<file path="src/rtl/extend_imm_pipe.sv">
// Pipelined immediate extender: XLEN-wide immediates behind valid/ready with a 2-entry skid buffer.
// Optional illegal-request counter enabled by defining EXTIMM_ILLEGAL_CNT_EN.
module extend_imm_pipe #(
    parameter int XLEN  = 32,
    parameter int TAG_W = 8
) (
    input  logic             clk,
    input  logic             reset,
    input  logic             in_valid,
    output logic             in_ready,
    input  logic [24:0]      in_instr,
    input  logic [2:0]       in_immsrc,
    input  logic [TAG_W-1:0] in_tag,
    output logic             out_valid,
    input  logic             out_ready,
    output logic [XLEN-1:0]  out_immext,
    output logic [TAG_W-1:0] out_tag,
    output logic             out_illegal,
    output logic [15:0]      illegal_cnt
);

    // State is {out_valid, skid_valid}.
    localparam logic [1:0] ST_EMPTY = 2'b00;
    localparam logic [1:0] ST_ONE   = 2'b10;
    localparam logic [1:0] ST_FULL  = 2'b11;

    // Argument is indexed with the instruction's own bit numbers [31:7].
    function automatic logic [XLEN-1:0] ext_imm(input logic [31:7] i, input logic [2:0] sel);
        logic [XLEN-1:0] r;
        r = '0;
        case (sel)
            3'b000:  r = XLEN'($signed(i[31:20]));
            3'b001:  r = XLEN'($signed({i[31:25], i[11:7]}));
            3'b010:  r = XLEN'($signed({i[31], i[7], i[30:25], i[11:8], 1'b0}));
            3'b011:  r = XLEN'($signed({i[31], i[19:12], i[20], i[30:21], 1'b0}));
            3'b100:  r = XLEN'($signed({i[31:12], 12'h000}));
            3'b101:  r = XLEN'(i[19:15]);
            3'b110:  r = (XLEN == 64) ? XLEN'(i[25:20]) : XLEN'(i[24:20]);
            default: r = '0;
        endcase
        return r;
    endfunction

    logic [1:0]       state_r;
    logic [1:0]       state_nxt_s;
    logic             accept_s;
    logic             drain_s;
    logic             in_ready_s;
    logic             load_out_s;
    logic             load_skid_s;
    logic             skid_to_out_s;
    logic [XLEN-1:0]  new_imm_s;
    logic             new_ill_s;
    logic [XLEN-1:0]  out_imm_r;
    logic [TAG_W-1:0] out_tag_r;
    logic             out_ill_r;
    logic [XLEN-1:0]  skid_imm_r;
    logic [TAG_W-1:0] skid_tag_r;
    logic             skid_ill_r;

    assign new_imm_s = ext_imm(in_instr, in_immsrc);
    assign new_ill_s = (in_immsrc == 3'b111);
    assign accept_s  = in_valid & in_ready_s;
    assign drain_s   = state_r[1] & out_ready;

    // State register.
    always_ff @(posedge clk) begin
        if (reset) begin
            state_r <= ST_EMPTY;
        end else begin
            state_r <= state_nxt_s;
        end
    end

    // Next state and datapath load selects.
    always_comb begin
        state_nxt_s   = state_r;
        load_out_s    = 1'b0;
        load_skid_s   = 1'b0;
        skid_to_out_s = 1'b0;
        case (state_r)
            ST_EMPTY: begin
                if (accept_s) begin
                    state_nxt_s = ST_ONE;
                    load_out_s  = 1'b1;
                end else begin
                    state_nxt_s = ST_EMPTY;
                end
            end
            ST_ONE: begin
                if (accept_s && drain_s) begin
                    load_out_s = 1'b1;
                end else if (accept_s) begin
                    state_nxt_s = ST_FULL;
                    load_skid_s = 1'b1;
                end else if (drain_s) begin
                    state_nxt_s = ST_EMPTY;
                end else begin
                    state_nxt_s = ST_ONE;
                end
            end
            ST_FULL: begin
                if (drain_s) begin
                    state_nxt_s   = ST_ONE;
                    skid_to_out_s = 1'b1;
                end else begin
                    state_nxt_s = ST_FULL;
                end
            end
            default: state_nxt_s = ST_EMPTY;
        endcase
    end

    // Handshake outputs come straight from the state register (and reset), never from out_ready.
    always_comb begin
        in_ready_s = ~state_r[0] & ~reset;
        out_valid  = state_r[1];
        in_ready   = in_ready_s;
    end

    // Output and skid data registers.
    always_ff @(posedge clk) begin
        if (reset) begin
            out_imm_r  <= '0;
            out_tag_r  <= '0;
            out_ill_r  <= 1'b0;
            skid_imm_r <= '0;
            skid_tag_r <= '0;
            skid_ill_r <= 1'b0;
        end else begin
            if (load_out_s) begin
                out_imm_r <= new_imm_s;
                out_tag_r <= in_tag;
                out_ill_r <= new_ill_s;
            end else if (skid_to_out_s) begin
                out_imm_r <= skid_imm_r;
                out_tag_r <= skid_tag_r;
                out_ill_r <= skid_ill_r;
            end
            if (load_skid_s) begin
                skid_imm_r <= new_imm_s;
                skid_tag_r <= in_tag;
                skid_ill_r <= new_ill_s;
            end
        end
    end

    assign out_immext  = out_imm_r;
    assign out_tag     = out_tag_r;
    assign out_illegal = out_ill_r;

`ifdef EXTIMM_ILLEGAL_CNT_EN
    logic [15:0] ill_cnt_r;

    // Saturating count of accepted illegal requests.
    always_ff @(posedge clk) begin
        if (reset) begin
            ill_cnt_r <= 16'h0000;
        end else if (accept_s && new_ill_s && (ill_cnt_r != 16'hFFFF)) begin
            ill_cnt_r <= ill_cnt_r + 16'h0001;
        end
    end

    assign illegal_cnt = ill_cnt_r;
`else
    assign illegal_cnt = 16'h0000;
`endif

endmodule

</file>
<file path="config.mk">
export PLATFORM = sky130hd
export DESIGN_NAME = extend_imm_pipe
export DESIGN_NICKNAME = d
export VERILOG_FILES = /design/src/rtl/extend_imm_pipe.sv
export SDC_FILE = /design/constraint.sdc
export NUM_CORES = 1
export LEC_CHECK = 0
export ABC_AREA = 1
export BUFFER_PORTS_ARGS = -buffer_cell sky130_fd_sc_hd__buf_2
export CAP_MARGIN = 5
export CORE_MARGIN = 4
export CORE_UTILIZATION = 25
export DETAILED_ROUTE_END_ITERATION = 7
export GPL_TIMING_DRIVEN = 1
export PLACE_DENSITY = 0.54
export SLEW_MARGIN = 20
export SYNTH_ARGS = -nofsm -noshare
export SYNTH_HDL_FRONTEND = slang
export SYNTH_SLANG_ARGS = --single-unit
</file>
<file path="constraint.sdc">
create_clock -name clk -period 3.1 [get_ports clk]
set_clock_uncertainty 0.2 [all_clocks]
set_input_delay 0 -clock clk [delete_from_list [all_inputs] [get_ports clk]]
set_output_delay 0 -clock clk [all_outputs]
set_load 0.05 [all_outputs]
</file>
==> results.sh <==
export IMPL_status="complete, no violations"
export IMPL_antennaDiodeCount=0
export IMPL_first_pass_iters=5
export IMPL_crit_type="in -> reg"
export IMPL_worstPathRequired_ps=3110
export IMPL_startpoint_type="input port"
export IMPL_synthTopCellsByCount="nand2_1 (132), dfxtp_1 (84), nand3_1 (64), nor2_1 (47), a31oi_1 (46)"
export IMPL_maxCapViolCount=0
export IMPL_postCtsSetupBuffers=0
export IMPL_cts_tree="yes"
export IMPL_rsz0062_at_grt="no"
export IMPL_ant_nets=0
export IMPL_cts_htree_levels=3
export IMPL_timing_final_crit_period_ps=2460
export IMPL_core_area_um2=15200
export IMPL_post_synth_num_cell_types=26
export IMPL_dieArea_um2=17500
export IMPL_synthCells=534
export IMPL_use_met3_pct=3.09
export IMPL_busiest_layer="met2"
export IMPL_yosys_top_cells_area="dfxtp_1 (43%), nand2_1 (13%), nand3_1 (8.3%), a31oi_1 (7.4%), o21ai_0 (5.0%)"
export IMPL_synth_most_common_cell="nand2_1"
export IMPL_clock_latency_ps=340
export IMPL_slew_violations=0
export IMPL_ir_worst_vdd_v=0.000233
export IMPL_hp_class="in -> reg"
export IMPL_drive_above_1_share_pct=18.4
export IMPL_max_slew_margin_pct=43.6
export IMPL_route_final_wire_length_um=12000
export IMPL_yosys_register_bits=84
export IMPL_clkTransAtPathRegs_ps=60
export IMPL_nets=671
export IMPL_syn_cell_area_um2=3870
export IMPL_synth_ff_type="dfxtp_1"
export IMPL_hold_viol=0
export IMPL_grt_start_max_net_pins=51
export IMPL_tightestPinTransition_ps=844
export IMPL_cts_sinks=84
export IMPL_gp_congestion=0.779
export IMPL_synth_warnings=0
export IMPL_fin_area_um2=4970
export IMPL_io_pin_count=99
export IMPL_clockBufferDepth=2
export IMPL_fillers=1664
export IMPL_multi_input_area_um2=1820
export IMPL_cts_buffers=9
export IMPL_start_util_pct=25.4
export IMPL_drtIter0Drc=300
export IMPL_synth_edff_count=0
export IMPL_ys_seq_area_share_pct=43.5
export IMPL_p_leak_nw=2.19
export IMPL_fin_crit_sh_pct=79.3
export IMPL_grt_pass1_wl_um=19600
export IMPL_hpwl_um=7750
export IMPL_die_y_um=132
export IMPL_grt_total_usage_pct=13.7
export IMPL_ys_async_sr_fraction_pct=0
export IMPL_cp_end_kind="flip-flop"
export IMPL_via_per_inst=4.67
export IMPL_synth_top_cell_area_share_pct=43.5
export IMPL_grt_antenna_before_repair=0
export IMPL_overflow=0
export IMPL_wl_per_cell_um=14.6
export IMPL_synth_largest_area_cell="dfxtp_1"
export IMPL_path_max_fanout=20
export IMPL_r2r_slack_ps=1180
export IMPL_row_count=45
export IMPL_syn_area_per_cell_um2=7.24
export IMPL_route_detailed_drc=0
export IMPL_gr_usage_met1_pct=18.5
export IMPL_setup_viol=0
export IMPL_root_buffer="clkbuf_16"
export IMPL_clock_fmax_mhz=407
export IMPL_dr_total_vias=3844
export IMPL_fp_dieW_um=132
export IMPL_grt_pass1_vias=3668
export IMPL_holdWs_ps=36.4
export IMPL_port_buffers=82
export IMPL_regArea_um2=1680
export IMPL_critPathArrivalTime_ps=2460
export IMPL_setup_tns_ps=0
export IMPL_area_growth_pct=28.6
export IMPL_grtUsageMet2_pct=21.9
export IMPL_powerDensity_nw_per_um2=542
export IMPL_dpl_cell_area_um2=4280
[path summary, 6_finish.rpt]
kind         cells past startpoint         start              to
max                              9  in_immsrc[2]   out_immext[1]
max reg2reg                      5    state_r[1]  skid_imm_r[10]
min                              6     out_ready      state_r[0]
min reg2reg                      2    skid_ill_r      skid_ill_r
[sequential cells by signal, summed over array words and instances (netlist names)]
name         cells
out_immext      32
skid_ill_r       1
skid_imm_r      32
state_r          2
out_tag          8
out_illegal      1
skid_tag_r       8
[cell usage in the layout, fill, tap and decap left out, drive strengths merged]
master	count
bufinv	1
clkinvlp	1
a21oi	19
clkinv	2
buf	88
nor2	51
a31oi	46
o22ai	2
clkbuf	12
inv	23
nand2	137
conb	16
dfxtp	84
nand4	3
dlygate4sd3	39
o21ai	44
o211ai	3
nand3	65
[report_power, final]
group / total, mW / leakage (nW) / internal [mW] / switching, mW
clock network: 1.11 / 0.149 / 0.666 / 0.440
registers: 1.15 / 0.683 / 1.12 / 0.0227
logic: 0.444 / 1.36 / 0.127 / 0.317
[layout make-up]
| type | instances | share of cell area [%] |
|---|---|---|
| multi-input cells | 386 | 36.6 |
| flip-flops and latches | 84 | 33.8 |
| repair buffers | 127 | 17.0 |
| clock buffers | 12 | 5.16 |
| well taps | 188 | 4.73 |
| inverters | 23 | 1.74 |
| clock inverters | 4 | 0.956 |
[metrics by stage]
stage | std cells | utilization [%] | total power [mW] | setup slack [ps]
3_3_place_gp | 769 | 28.1 | 1.58 | 1140
6_report | 824 | 32.7 | 2.70 | 642
4_1_cts | 824 | 32.7 | 2.73 | 648
5_1_grt | 824 | 32.7 | 2.81 | 443
3_5_place_dp | 769 | 28.1 | 1.58 | 1100
2_1_floorplan | 549 | - | 1.49 | 1290
[worst max-delay path, stage by stage]
cell	delay, ps
dlygate4sd3_1	530
buf_2	230
inv_1	490
nand3_1	300
nand2_1	120
nor2_1	50
nor2_1	90
dlygate4sd3_1	580
a21oi_1	70
[per-layer routing]
layer | part of all wire [%] | routed length, µm
met1 | 48 | 5730
met2 | 46 | 5560
met3 | 5.2 | 621
met4 | 1.1 | 131
met5 | 0 | 0
[cell families (layout without fill, tap and decap cells)]
| family | Yosys count | in the layout | share of synthesized area [%] |
|---|---|---|---|
| AO/OA/AOI/OAI | 114 | 114 | 16.6 |
| buffers and inverters | 79 | 166 | 10.9 |
| other | 1 | 16 | 0.0970 |
| AND/OR/NAND/NOR | 256 | 256 | 28.9 |
| flip-flops | 84 | 84 | 43.5 |
[repair_timing]
action,CTS,global route
hold endpoints to repair,82,0
gates resized for setup,0,0
hold buffers,39,0
Power figures use the tool's default switching activity.
